File: config.mk
export PLATFORM = sky130hd
export DESIGN_NAME = seg7_scan4
export DESIGN_NICKNAME = d
export VERILOG_FILES = /design/src/rtl/seg7_pkg.sv /design/src/rtl/seg7_decode.sv /design/src/rtl/seg7_scan4.sv
export SDC_FILE = /design/constraint.sdc
export NUM_CORES = 1
export LEC_CHECK = 0
export BUFFER_PORTS_ARGS = -buffer_cell sky130_fd_sc_hd__buf_2
export CAP_MARGIN = 20
export CORE_UTILIZATION = 57
export DETAILED_ROUTE_END_ITERATION = 16
export PLACE_DENSITY = 0.86
export SLEW_MARGIN = 20
export SYNTH_ARGS = -nofsm -noshare
export SYNTH_HDL_FRONTEND = slang
export SYNTH_SLANG_ARGS = --single-unit
export TNS_END_PERCENT = 20
File: constraint.sdc
create_clock -name clk -period 2.4 [get_ports clk]
set_clock_uncertainty 0.05 [all_clocks]
set_input_delay 0 -clock clk [delete_from_list [all_inputs] [get_ports clk]]
set_output_delay 0 -clock clk [all_outputs]
set_load 0.01 [all_outputs]
File: src/rtl/seg7_pkg.sv
// seg7_pkg: shared constants for the 4-digit seven-segment scanner.
// Holds the active-low glyph table ({g,f,e,d,c,b,a}, 0 = segment lit),
// the dash/blank glyphs, the blank digit code and the digit count, plus a
// small helper that tells whether a digit code counts as a leading zero.
package seg7_pkg;

  localparam int NDIG = 4;

  localparam logic [3:0] BLANK_CODE = 4'hF;

  localparam logic [6:0] SEG_0     = 7'b1000000;
  localparam logic [6:0] SEG_1     = 7'b1111001;
  localparam logic [6:0] SEG_2     = 7'b0100100;
  localparam logic [6:0] SEG_3     = 7'b0110000;
  localparam logic [6:0] SEG_4     = 7'b0011001;
  localparam logic [6:0] SEG_5     = 7'b0010010;
  localparam logic [6:0] SEG_6     = 7'b0000010;
  localparam logic [6:0] SEG_7     = 7'b1111000;
  localparam logic [6:0] SEG_8     = 7'b0000000;
  localparam logic [6:0] SEG_9     = 7'b0010000;
  localparam logic [6:0] SEG_DASH  = 7'b0111111;
  localparam logic [6:0] SEG_BLANK = 7'b1111111;

  // A digit is a candidate for leading-zero suppression when it is 0 or blank.
  function automatic logic is_lz_code(input logic [3:0] code);
    return (code == 4'h0) || (code == BLANK_CODE);
  endfunction

endpackage

File: src/rtl/seg7_decode.sv
// seg7_decode: combinational 4-bit code to active-low seven-segment glyph.
//   code  in  4  digit code (0-9 digits, A-E dash, F blank)
//   glyph out 7  {g,f,e,d,c,b,a}, active-low
module seg7_decode
  import seg7_pkg::*;
(
  input  logic [3:0] code,
  output logic [6:0] glyph
);

  // Glyph lookup; every non-decimal code maps to dash except F, which is blank.
  always_comb begin
    glyph = SEG_BLANK;
    case (code)
      4'h0:    glyph = SEG_0;
      4'h1:    glyph = SEG_1;
      4'h2:    glyph = SEG_2;
      4'h3:    glyph = SEG_3;
      4'h4:    glyph = SEG_4;
      4'h5:    glyph = SEG_5;
      4'h6:    glyph = SEG_6;
      4'h7:    glyph = SEG_7;
      4'h8:    glyph = SEG_8;
      4'h9:    glyph = SEG_9;
      4'hA,
      4'hB,
      4'hC,
      4'hD,
      4'hE:    glyph = SEG_DASH;
      4'hF:    glyph = SEG_BLANK;
      default: glyph = SEG_BLANK;
    endcase
  end

endmodule

File: src/rtl/seg7_scan4.sv
// seg7_scan4: time-multiplexed driver for a 4-digit common-anode display.
//   clk    in  1  clock
//   rst    in  1  asynchronous active-high reset
//   A..D   in  4  digit codes, A rightmost (digit 0), D leftmost (digit 3)
//   load   in  1  strobe: capture A..D for display from the next frame
//   lz_en  in  1  leading-zero suppression enable
//   seg    out 7  active-low segments {g,f,e,d,c,b,a}, registered
//   an     out 4  active-low digit enables, an[i] = digit i, registered
//   frame  out 1  one-cycle pulse when the scan wraps from digit 3 to 0
// Each digit slot lasts SCAN_DIV clocks; the first clock of a slot is a
// dark guard cycle so the previous digit's segments never ghost onto the
// next anode. New data only reaches the display on a frame wrap, so a
// frame is never a mix of old and new digits.
module seg7_scan4
  import seg7_pkg::*;
#(
  parameter int SCAN_DIV = 2000
) (
  input  logic       clk,
  input  logic       rst,
  input  logic [3:0] A,
  input  logic [3:0] B,
  input  logic [3:0] C,
  input  logic [3:0] D,
  input  logic       load,
  input  logic       lz_en,
  output logic [6:0] seg,
  output logic [3:0] an,
  output logic       frame
);

  localparam int CW = $clog2(SCAN_DIV);
  localparam logic [CW-1:0] CNT_LAST = CW'(SCAN_DIV - 1);

  logic [CW-1:0] cnt_r;
  logic [1:0]    idx_r;
  logic [15:0]   pend_r;
  logic          pend_valid_r;
  logic [15:0]   show_r;

  logic          cnt_last_s;
  logic          wrap_s;
  logic [15:0]   new_digits_s;
  logic          sup3_s;
  logic          sup2_s;
  logic          sup1_s;
  logic [3:0]    sel_code_s;
  logic          sel_sup_s;
  logic [3:0]    an_lit_s;
  logic [6:0]    glyph_s;

  assign cnt_last_s   = (cnt_r == CNT_LAST);
  assign wrap_s       = cnt_last_s && (idx_r == 2'd3);
  assign new_digits_s = {D, C, B, A};

  // Slot prescaler and digit index.
  always_ff @(posedge clk or posedge rst) begin
    if (rst) begin
      cnt_r <= {CW{1'b0}};
      idx_r <= 2'd0;
    end else if (cnt_last_s) begin
      cnt_r <= {CW{1'b0}};
      idx_r <= idx_r + 2'd1;
    end else begin
      cnt_r <= cnt_r + {{(CW-1){1'b0}}, 1'b1};
    end
  end

  // Pending/shown digit registers; a load on the wrap cycle goes straight to show.
  always_ff @(posedge clk or posedge rst) begin
    if (rst) begin
      pend_r       <= 16'hFFFF;
      pend_valid_r <= 1'b0;
      show_r       <= 16'hFFFF;
    end else if (wrap_s) begin
      pend_valid_r <= 1'b0;
      if (load) begin
        pend_r <= new_digits_s;
        show_r <= new_digits_s;
      end else if (pend_valid_r) begin
        show_r <= pend_r;
      end else begin
        show_r <= show_r;
      end
    end else if (load) begin
      pend_r       <= new_digits_s;
      pend_valid_r <= 1'b1;
    end else begin
      pend_valid_r <= pend_valid_r;
    end
  end

  // Leading-zero suppression chain from the most significant digit down.
  always_comb begin
    sup3_s = 1'b0;
    sup2_s = 1'b0;
    sup1_s = 1'b0;
    if (lz_en) begin
      sup3_s = is_lz_code(show_r[15:12]);
      sup2_s = sup3_s && is_lz_code(show_r[11:8]);
      sup1_s = sup2_s && is_lz_code(show_r[7:4]);
    end else begin
      sup3_s = 1'b0;
    end
  end

  // Select the current digit's code, suppression flag and anode pattern.
  always_comb begin
    sel_code_s = BLANK_CODE;
    sel_sup_s  = 1'b0;
    an_lit_s   = 4'b1111;
    case (idx_r)
      2'd0: begin
        sel_code_s = show_r[3:0];
        sel_sup_s  = 1'b0;
        an_lit_s   = 4'b1110;
      end
      2'd1: begin
        sel_code_s = show_r[7:4];
        sel_sup_s  = sup1_s;
        an_lit_s   = 4'b1101;
      end
      2'd2: begin
        sel_code_s = show_r[11:8];
        sel_sup_s  = sup2_s;
        an_lit_s   = 4'b1011;
      end
      2'd3: begin
        sel_code_s = show_r[15:12];
        sel_sup_s  = sup3_s;
        an_lit_s   = 4'b0111;
      end
      default: begin
        sel_code_s = BLANK_CODE;
        sel_sup_s  = 1'b1;
        an_lit_s   = 4'b1111;
      end
    endcase
  end

  seg7_decode u_decode (
    .code  (sel_code_s),
    .glyph (glyph_s)
  );

  // Registered display outputs; the first cycle of each slot is a dark guard.
  always_ff @(posedge clk or posedge rst) begin
    if (rst) begin
      an    <= 4'b1111;
      seg   <= SEG_BLANK;
      frame <= 1'b0;
    end else begin
      frame <= wrap_s;
      if (cnt_r == {CW{1'b0}}) begin
        an  <= 4'b1111;
        seg <= SEG_BLANK;
      end else begin
        an  <= an_lit_s;
        seg <= sel_sup_s ? SEG_BLANK : glyph_s;
      end
    end
  end

endmodule

* After elaboration in Yosys (flattened, before gate mapping)
Memories as Yosys holds them, arrays and structs flattened.
Index checks and enable logic that the tools add are counted.
** Word-level totals
- Memories kept :: 1
- Word-level logic and storage cells :: 46
- Bits in read-only memories :: 112
- Register bits :: 58
- Output and inout bits :: 12
- Input port bits :: 20
** Memory list
- (no name shown) :: words 16, bits a word 7, rd ports 1, clocked after memory_dff 0, wr ports 0, line seg7_decode.sv:14 : case (code)
** Operators by class
- Reductions and logical operators :: 14
- $add $sub $neg :: 2
- Equality and inequality tests :: 7
- Mux-type cells :: 14
** Operator list (number)
- $mux W16 :: 2
- $pmux W4 S4 :: 2
- $mux W7 :: 2
- $eq A4 B4 Y1 const B :: 3
- $logic_not A4 Y1 :: 3
- $add A11 B1 Y11 const B :: 1
- $eq A11 B11 Y1 const B :: 1
- $logic_not A11 Y1 :: 1
- $mux W11 :: 1
- $mux W1 :: 5
- $eq A2 B2 Y1 const B :: 2
- $mux W4 :: 1
- $pmux W1 S4 :: 1
- $reduce_bool A2 Y1 :: 2
- $logic_and A1 B1 Y1 :: 3
- $logic_or A1 B1 Y1 :: 3
- $add A2 B1 Y2 const B :: 1
- $eq A2 B1 Y1 const B :: 1
- $logic_not A2 Y1 :: 1
- $reduce_and A2 Y1 :: 1

* Logic depth before layout (Yosys ltp)
Gate-level depths: netlist (run 1).
- Word-level depth :: 8
- Mapped depth :: 8
- Mapped depth without buffers :: 8

* By module
A second synthesis (run 1) with hierarchy kept.
** Second synthesis, totals
- Cells, all modules :: 229
- Area, all modules :: 2825.2 um^2
** Modules (own cells, without submodules)
- seg7_scan4 :: cells each 199, area each 2592.5 um^2, instances 1
- seg7_decode :: cells each 30, area each 232.7 um^2, instances 1

* Least setup slack after synthesis (run 1)
OpenSTA, ideal clock, no wires.
- Path kind :: reg2reg
- Start point :: reg idx_r[0]
- End point :: reg seg[2]
- Cell stages (with the launch flop) :: 8
- Data required time :: 2239 ps
- Arrival :: 1850 ps
- Setup time :: 111 ps
- Slack :: 389 ps
- Cell sequence :: dfrtp_1 > inv_1 > ha_1 > buf_2 > mux2i_1 > ha_1 > inv_1 > o311ai_0
** Between the ends
- Cells in the longest elaborated chain, start to end :: 5
** RTL lines
- start: declaration :: line seg7_scan4.sv:36 : logic [1:0] idx_r;
- start signal: assignment :: line seg7_scan4.sv:63 : idx_r <= idx_r + 2'd1;
- $eq A2 B2 Y1, or another cell as far along :: line seg7_scan4.sv:112 : case (idx_r)
- $pmux W4 S4 :: line seg7_scan4.sv:112
- $mem_v2 Z16 W7
- $mux W7 * :: line seg7_scan4.sv:159 : seg <= sel_sup_s ? SEG_BLANK : glyph_s;
- $mux W7 * :: line seg7_scan4.sv:154 : if (cnt_r == {CW{1'b0}}) begin
- end signal: assignment :: line seg7_scan4.sv:159
- end: declaration :: line seg7_scan4.sv:27 : output logic [6:0] seg,
Mark *: on every way between the ends. The rest lies on a longest branch, timed or not.
A chain may end at the register's enable or synchronous reset.

* Worst setup path in the final report (run 1)
- Start point :: reg idx_r[0]
- End point :: reg seg[0]
Same word-level chain as after synthesis.

==> flow_summary.json, run 1 <==
{
  "post_cts_buffers": 0,
  "drt_iter0_markers": 181,
  "worstPathArrival_ns": 2.43,
  "synth_top_flop_cell": "dfstp_2",
  "antennaDiodeCount": 0,
  "crit_required_ns": 2.61,
  "cts-buffers-inserted": 9,
  "synth.avg_cell_area_um2": 12.4,
  "grt_overflow_total": 0,
  "synth_edf_count": 0,
  "yosysMostFrequentCell": "dfstp_2",
  "first_global_vias": 1887,
  "drive_gt1_share_pct": 45.7,
  "core_um2": 4410,
  "nets": 303,
  "maxSlewHeadroom_pct": 57.7,
  "maxCapViolCount": 0,
  "cts_sinks": 58,
  "swShare_pct": 21.1,
  "hpwl_um": 3320,
  "r2r_start": "idx_r[0]",
  "drc_errors": 0,
  "max_freq_mhz": 451,
  "crit_chain": "inv_1 -> ha_1 -> a222oi_1 -> mux2i_1 -> or4b_1 -> nand4_1",
  "die_h_um": 70.2,
  "p_seq_share_pct": 52.9,
  "cts_tree": "yes",
  "layout_min_cycle_time_ns": 2.22,
  "share_comb_of_total_power_pct": 5.4,
  "clk_latency_ns": 0.33,
  "cp_max_fo": 6,
  "io_pins": 32,
  "finalWorstSetupSlack_ns": 0.180,
  "synth_nets": 244,
  "grt_pass1_wl_um": 8580,
  "grtUsageTotal_pct": 22.9,
  "fin_hold_ws_ns": 0.253,
  "synthTopCellsByArea": "dfstp_2 43%, dfrtp_1 14%, mux2_2 12%",
  "multiInputGateArea_um2": 1060,
  "synthTopCellsByCount": "43 x dfstp_2, 28 x mux2_2, 15 x dfrtp_1",
  "gp_congestion": 0.811,
  "cpMaxStageDelayCell": "or4b_1",
  "crit_type": "reg2reg",
  "hp-class": "in2async",
  "min_period_over_period_pct": 92.5,
  "grt_max_degree": 33,
  "slew_viol_final": 0,
  "clock_path_buffers": 2,
  "root_buffer": "clkbuf_8",
  "htreeDepth": 3,
  "powerDensity_nw_per_um2": 601,
  "routed_wl_um": 5080,
  "cp_top_family": "simple AND/OR/NAND/NOR gates",
  "p_clk_share_pct": 41.7,
  "viasPerCell": 5.67,
  "regArea_um2": 1510,
  "first_pass_iters": 6,
  "final_hold_viol_count": 0,
  "clkTransAtPathRegs_ns": 0.06,
  "antenna_found_initial": 0,
  "synthDominantCellAreaShare_pct": 42.6,
  "status": "complete, no violations",
  "wl_per_cell_um": 15.4,
  "critPathLaunchType": "flop",
  "async_reset_ff_share_pct": 100,
  "setup_viol": 0,
  "die_w_um": 70.2,
  "synthCells": 214,
  "area_growth_pct": 22.6,
  "ir_worst_vdd_mv": 0.322,
  "yosysWarnings": 0,
  "leakagePower_uw": 0.00146,
  "rows": 24,
  "start_util_pct": 60.0,
  "post-place-ws_ns": 0.164,
  "critPathMaxStageDelay_ns": 0.59,
  "route.antenna.remaining_nets": 0,
  "synth_cell_type_count": 42,
  "netSwitchingPower_uw": 412,
  "die_area_um2": 4930,
  "grt_setup_unrepaired": "no",
  "finalSetupTns_ns": 0,
  "dp.cells": 296,
  "netlist_area_um2": 2650,
  "internal_power_uw": 1540,
  "vias": 1872,
  "worstSetupStartpoint": "idx_r[0]",
  "ys_seq_area_share_pct": 56.8,
  "nFillCells": 288,
  "synth_seq_cells": 58,
  "critPathBufInv": 1,
  "worst_slew_pin_slew_ns": 0.634,
  "io_buffers": 31,
  "final_cells": 330,
  "endpoint_kind": "flop",
  "yosysTopAreaCell": "dfstp_2"
}
==> through the flow <==
step | util [%] | power (uW) | instance area [um2]
3_5_place_dp | 65.3 | 1130 | 2880
3_3_place_gp | 65.3 | 1130 | 2880
2_1_floorplan | - | 1100 | 2650
4_1_cts | 73.5 | 1960 | 3250
6_report | 73.6 | 1950 | 3250
5_1_grt | 73.6 | 2020 | 3250
==> worst min-delay path: stages <==
cell           delay (ns)
dlygate4sd3_1        0.53
buf_2                0.13
inv_2                0.46
==> metal layers <==
metal | vias up | track usage (%) | routed length (um) | share of wire (%)
met3 | 17 | 5.92 | 236 | 4.6
met2 | 66 | 35.7 | 2380 | 47
li1 | 888 | - | - | -
met5 | - | 0 | 0 | 0
met1 | 901 | 29.0 | 2310 | 45
met4 | 0 | 13.3 | 155 | 3.0
==> repair_timing <==
action | 4_1_cts | 5_1_grt
hold buffers | 18 | 0
endpoints found under the hold margin | 40 | 0
resized for setup | 0 | 1
setup endpoints to repair | 0 | 3
==> registers in the layout (all words and copies together), names as in the netlist <==
signal / count
idx_r: 2
show_r: 16
frame: 1
an: 4
cnt_r: 11
pend_valid_r: 1
seg: 7
pend_r: 16
==> path summary, 6_finish.rpt <==
kind / endpoint / slack, ns / cells past startpoint
max: seg[0] / 0.18 / 6
min: cnt_r[2] / 0.25 / 3
max reg2reg: seg[0] / 0.18 / 6
min reg2reg: cnt_r[10] / 0.47 / 1
max in group asynchronous: pend_r[12] / 1.23 / 4
min in group clk: seg[3] / 0.36 / 5
==> power groups by stage <==
stage,Clock [uW],Combinational (uW),Sequential [uW]
after floorplan,0,52.5,1050
after global placement,0,78.7,1050
after detailed placement,0,80.9,1050
after CTS,823,104,1030
after global routing,870,116,1040
final,814,105,1030
==> cell usage in the layout (no fill, tap or decap), types with 3 or more instances in the layout <==
master,Yosys,layout
dfstp_2,43,43
buf_2,4,31
mux2_2,28,28
dlygate4sd3_1,0,18
dfrtp_1,15,15
o21ai_0,13,13
inv_1,13,12
nand2_1,12,12
clkbuf_8,0,12
nor2_1,11,11
ha_1,10,10
buf_4,1,7
nand3_1,6,6
nand4_1,6,6
xor2_1,5,5
a222oi_1,3,3
a22o_1,3,3
or4_1,3,3
and3_1,3,3
==> cell families after synthesis <==
kind of cell	count (synthesis)	synth area share [%]
flip-flops	58	56.8
adder cells (fa/ha/maj)	10	4.72
multiplexers	31	13.0
AND/OR/NAND/NOR	53	10.7
XOR/XNOR	7	2.31
AO/OA/AOI/OAI	34	8.88
buffers and inverters	21	3.59
==> area by class of cell <==
type	instances	area share [%]
sequential	58	46.3
multi-input combinational	135	32.6
timing repair buffer	56	11.9
clock buffer	14	5.31
tap	52	2.00
inverter	13	1.50
clock inverter	2	0.308
No activity file was read; power rests on OpenSTA's default activity.
==> run 2: changes to the inputs <==
--- a/config.mk
+++ b/config.mk
@@ -7,9 +7,9 @@
 export LEC_CHECK = 0
 export BUFFER_PORTS_ARGS = -buffer_cell sky130_fd_sc_hd__buf_2
 export CAP_MARGIN = 20
-export CORE_UTILIZATION = 57
+export CORE_UTILIZATION = 50
 export DETAILED_ROUTE_END_ITERATION = 16
-export PLACE_DENSITY = 0.86
+export PLACE_DENSITY = 0.78
 export SLEW_MARGIN = 20
 export SYNTH_ARGS = -nofsm -noshare
 export SYNTH_HDL_FRONTEND = slang
==> flow_summary.json, run 2 (synthesized netlist as in run 1, its figures left out) <==
{
  "rows": 26,
  "vias": 1839,
  "dp.cells": 315,
  "crit_chain": "ha_1 -> a222oi_1 -> mux2i_2 -> or4b_1 -> nand4_1",
  "clkTransAtPathRegs_ns": 0.06,
  "grt_pass1_wl_um": 8410,
  "final_cells": 348,
  "cp_max_fo": 9,
  "max_freq_mhz": 470,
  "grt_overflow_total": 0,
  "layout_common_cells": "43 x dfstp_2, 31 x buf_2, 28 x mux2_2",
  "antenna_found_initial": 0,
  "min_period_over_period_pct": 88.6,
  "antennaDiodeCount": 0,
  "powerDensity_nw_per_um2": 648,
  "grt_max_degree": 34,
  "nFillCells": 398,
  "maxSlewHeadroom_pct": 56.5,
  "cts-buffers-inserted": 9,
  "routed_wl_um": 5000,
  "drive_gt1_share_pct": 46.8,
  "clock_path_buffers": 2,
  "final_common_cell": "dfstp_2",
  "finalSetupTns_ns": 0,
  "busiest_layer": "met2",
  "layout_min_cycle_time_ns": 2.13,
  "cp_top_family": "simple AND/OR/NAND/NOR gates",
  "setup_viol": 0,
  "total_power_uw": 2160,
  "cts_sinks": 58,
  "io_pins": 32,
  "area_growth_pct": 25.5,
  "ir_worst_vdd_mv": 0.398,
  "leakagePower_uw": 0.00148,
  "crit_type": "reg2reg",
  "maxCapViolCount": 0,
  "critPathMaxStageDelay_ns": 0.58,
  "gp_congestion": 0.821,
  "clk_latency_ns": 0.34,
  "nets": 304,
  "hp-class": "in2reg",
  "grt_setup_unrepaired": "no",
  "endpoint_kind": "flop",
  "hpwl_um": 3420,
  "root_buffer": "clkbuf_8",
  "critPathLaunchType": "flop",
  "drc_errors": 0,
  "die_h_um": 74.8,
  "first_global_vias": 1852,
  "met3_usage_pct": 6.96,
  "fin_hold_ws_ns": 0.123,
  "cts_tree": "yes",
  "drt_iter0_markers": 99,
  "utilization_pct": 65.1,
  "first_pass_iters": 4,
  "status": "complete, no violations",
  "crit_required_ns": 2.63,
  "viasPerCell": 5.28,
  "start_util_pct": 51.9,
  "io_buffers": 31,
  "wl_per_cell_um": 14.4,
  "die_area_um2": 5600,
  "critPathBufInv": 0,
  "use_met1_pct": 25.5,
  "route.antenna.remaining_nets": 0,
  "htreeDepth": 3,
  "largest_registers": "pend_r: 16 flops, show_r: 16 flops, cnt_r: 11 flops",
  "slew_viol_final": 0,
  "final_hold_viol_count": 0,
  "worstPathArrival_ns": 2.35,
  "use_met2_pct": 34.1,
  "die_w_um": 74.8,
  "worst_slew_pin_slew_ns": 0.651,
  "core_um2": 5110,
  "grtUsageTotal_pct": 21.1,
  "cpMaxStageDelayCell": "or4b_1"
}
-- run 2: path summary, 6_finish.rpt --
check	start	to	slack, ns	cells past startpoint
setup reg to reg	idx_r[0]	seg[0]	0.27	5
max in group asynchronous	rst	pend_r[4]	1.24	4
hold / removal	load	pend_r[9]	0.12	2
setup / recovery	idx_r[0]	seg[0]	0.27	5
min in group asynchronous	rst	cnt_r[8]	0.25	3
hold reg to reg	pend_valid_r	pend_valid_r	0.46	2
-- run 2: power by group --
part	internal, uW	switching, uW	total, uW
clock network	664	357	1020
logic	55.6	46.2	102
registers	1030	6.37	1030
-- run 2: area by class of cell --
| cell class | count | area, um2 | area share (%) |
|---|---|---|---|
| Clock buffer | 13 | 169 | 5.08 |
| Tap cell | 70 | 87.6 | 2.63 |
| Multi-Input combinational cell | 135 | 1060 | 31.9 |
| Timing Repair Buffer | 57 | 393 | 11.8 |
| Clock inverter | 2 | 60.1 | 1.81 |
| Sequential cell | 58 | 1510 | 45.3 |
| Inverter | 13 | 48.8 | 1.47 |
-- run 2: per-stage QoR --
step | area (um2) | setup slack [ns]
after global routing | 3330 | 0.0394
after global placement | 2910 | 0.260
after CTS | 3310 | 0.0781
after floorplan | 2650 | 0.389
after detailed placement | 2910 | 0.115
final | 3330 | 0.275
-- run 2: layer usage --
layer	part of all wire [%]	vias to the layer above	wire length, um
met3	3.9	9	195
met4	1.8	0	89
li1	-	887	-
met1	46	906	2290
met5	0	-	0
met2	48	37	2420
-- run 2: what timing repair did --
action,in CTS,in global routing
buffers inserted,0,1
resized for setup,0,2
setup endpoints to repair,0,3
endpoints found under the hold margin,42,0
hold buffers,17,0
==> run 3: changes to the inputs <==
--- a/config.mk
+++ b/config.mk
@@ -10,6 +10,7 @@
 export CORE_UTILIZATION = 50
 export DETAILED_ROUTE_END_ITERATION = 16
 export PLACE_DENSITY = 0.78
+export REMOVE_ABC_BUFFERS = 1
 export SLEW_MARGIN = 20
 export SYNTH_ARGS = -nofsm -noshare
 export SYNTH_HDL_FRONTEND = slang
==> flow_summary.json, run 3 (synthesized netlist as in run 1, its figures left out) <==
{
  "status": "complete, no violations",
  "area_growth_pct": 22.9,
  "worstHoldStart": "load",
  "swShare_pct": 20.0,
  "max_freq_mhz": 449,
  "min_period_over_period_pct": 92.8,
  "die_w_um": 74.8,
  "netSwitchingPower_uw": 404,
  "final_hold_viol_count": 0,
  "rows": 26,
  "drc_errors": 0,
  "largest_registers": "pend_r: 16 flops, show_r: 16 flops, cnt_r: 11 flops",
  "clkTransAtPathRegs_ns": 0.06,
  "nets": 299,
  "cts-buffers-inserted": 9,
  "post-place-ws_ns": 0.0955,
  "internal_power_uw": 1620,
  "p_seq_share_pct": 51.2,
  "hp-class": "in2reg",
  "leakagePower_uw": 0.00144,
  "setup_viol": 0,
  "viasPerCell": 5.38,
  "htreeDepth": 3,
  "maxSlewHeadroom_pct": 50.8,
  "hpwl_um": 3200,
  "crit_type": "reg2reg",
  "ir_worst_vdd_mv": 0.482,
  "clk_latency_ns": 0.34,
  "vias": 1852,
  "worst_slew_pin_slew_ns": 0.718,
  "io_pins": 32,
  "io_buffers": 31,
  "r2r_setup_slack_ns": 0.17,
  "routed_wl_um": 4940,
  "root_buffer": "clkbuf_8",
  "nFillCells": 405,
  "grt_overflow_total": 0,
  "die_h_um": 74.8,
  "hold_depth": 3,
  "grt_pass1_wl_um": 8570,
  "r2r_start": "idx_r[0]",
  "drive_gt1_share_pct": 45.3,
  "slew_viol_final": 0,
  "post_cts_buffers": 0,
  "antenna_found_initial": 0,
  "drt_iter0_markers": 96,
  "clock_path_buffers": 2,
  "finalSetupTns_ns": 0,
  "layout_min_cycle_time_ns": 2.23,
  "maxCapViolCount": 0,
  "die_area_um2": 5600,
  "worstReg2RegEnd": "seg[0]",
  "share_comb_of_total_power_pct": 5.0,
  "route.antenna.remaining_nets": 0,
  "endpoint_kind": "flop",
  "wl_per_cell_um": 14.4,
  "grtUsageTotal_pct": 21.2,
  "rr_worst_depth": 6,
  "cts_tree": "yes",
  "gp_congestion": 0.781,
  "grt_setup_unrepaired": "no",
  "layout_common_cells": "43 x dfstp_2, 31 x buf_2, 28 x mux2_2",
  "p_clk_share_pct": 43.8,
  "start_util_pct": 51.9,
  "cts_sinks": 58,
  "critPathLaunchType": "flop",
  "cp_max_fo": 9,
  "grt_max_degree": 38,
  "first_pass_iters": 4,
  "first_global_vias": 1874,
  "hold-path-endpoint": "pend_valid_r",
  "powerDensity_nw_per_um2": 620,
  "crit_required_ns": 2.62,
  "core_um2": 5110,
  "worstPathArrival_ns": 2.45,
  "final_common_cell": "dfstp_2",
  "finalWorstSetupSlack_ns": 0.173,
  "antennaDiodeCount": 0
}
-- run 3: worst max-delay path by stage --
stage,from,endpoint,slack (ns)
3_3_place_gp,idx_r[0],seg[2],0.28
4_1_cts,idx_r[0],seg[2],0.07
5_1_grt,idx_r[0],seg[2],0.02
3_5_place_dp,idx_r[0],seg[2],0.1
6_report,idx_r[0],seg[0],0.17
2_1_floorplan,cnt_r[0],show_r[10],-0.75
-- run 3: layout make-up --
cell class	instances	area [um2]	share of cell area, %
well taps	70	87.6	2.69
clock buffers	14	163	4.99
inverters	13	48.8	1.50
repair buffers	52	355	10.9
clock inverters	2	35.0	1.08
multi-input cells	135	1060	32.6
flip-flops and latches	58	1510	46.2
-- run 3: power by group through the flow --
stage	clock (uW)	sequential [uW]	combinational [uW]
finish	886	1030	101
global placement	0	1050	77.2
floorplan	0	1050	47.9
global route	950	1040	115
CTS	904	1030	102
detailed placement	0	1050	80.9
-- run 3: timing repair --
item,4_1_cts,5_1_grt
hold buffers,17,0
resized for setup,0,3
endpoints found under the setup margin,0,3
endpoints found under the hold margin,42,0
-- run 3: through the flow --
stage / hold WS, ns / cells / cell area [um2] / power, uW / utilization [%]
2_1_floorplan: 0.0940 / 206 / 2600 / 1090 / -
3_3_place_gp: 0.114 / 311 / 2880 / 1120 / 56.4
3_5_place_dp: 0.119 / 311 / 2880 / 1130 / 56.4
4_1_cts: 0.0855 / 344 / 3250 / 2040 / 63.6
5_1_grt: 0.121 / 344 / 3260 / 2100 / 63.8
6_report: 0.0970 / 344 / 3260 / 2020 / 63.8
-- run 3: routing by layer --
| layer | global-route usage [%] | vias up | share of wire [%] |
|---|---|---|---|
| li1 | - | 880 | - |
| met1 | 25.0 | 917 | 44 |
| met2 | 35.3 | 45 | 49 |
| met3 | 6.83 | 10 | 4.2 |
| met4 | 9.85 | 0 | 2.0 |
| met5 | 0 | - | 0 |
-- run 3: critical path, stage by stage, from the launching register on --
cell and delay [ns]:
dfrtp_1 0.37, inv_1 0.10, ha_1 0.28, a222oi_1 0.42, mux2i_2 0.23, or4b_1 0.59
nand4_1 0.11
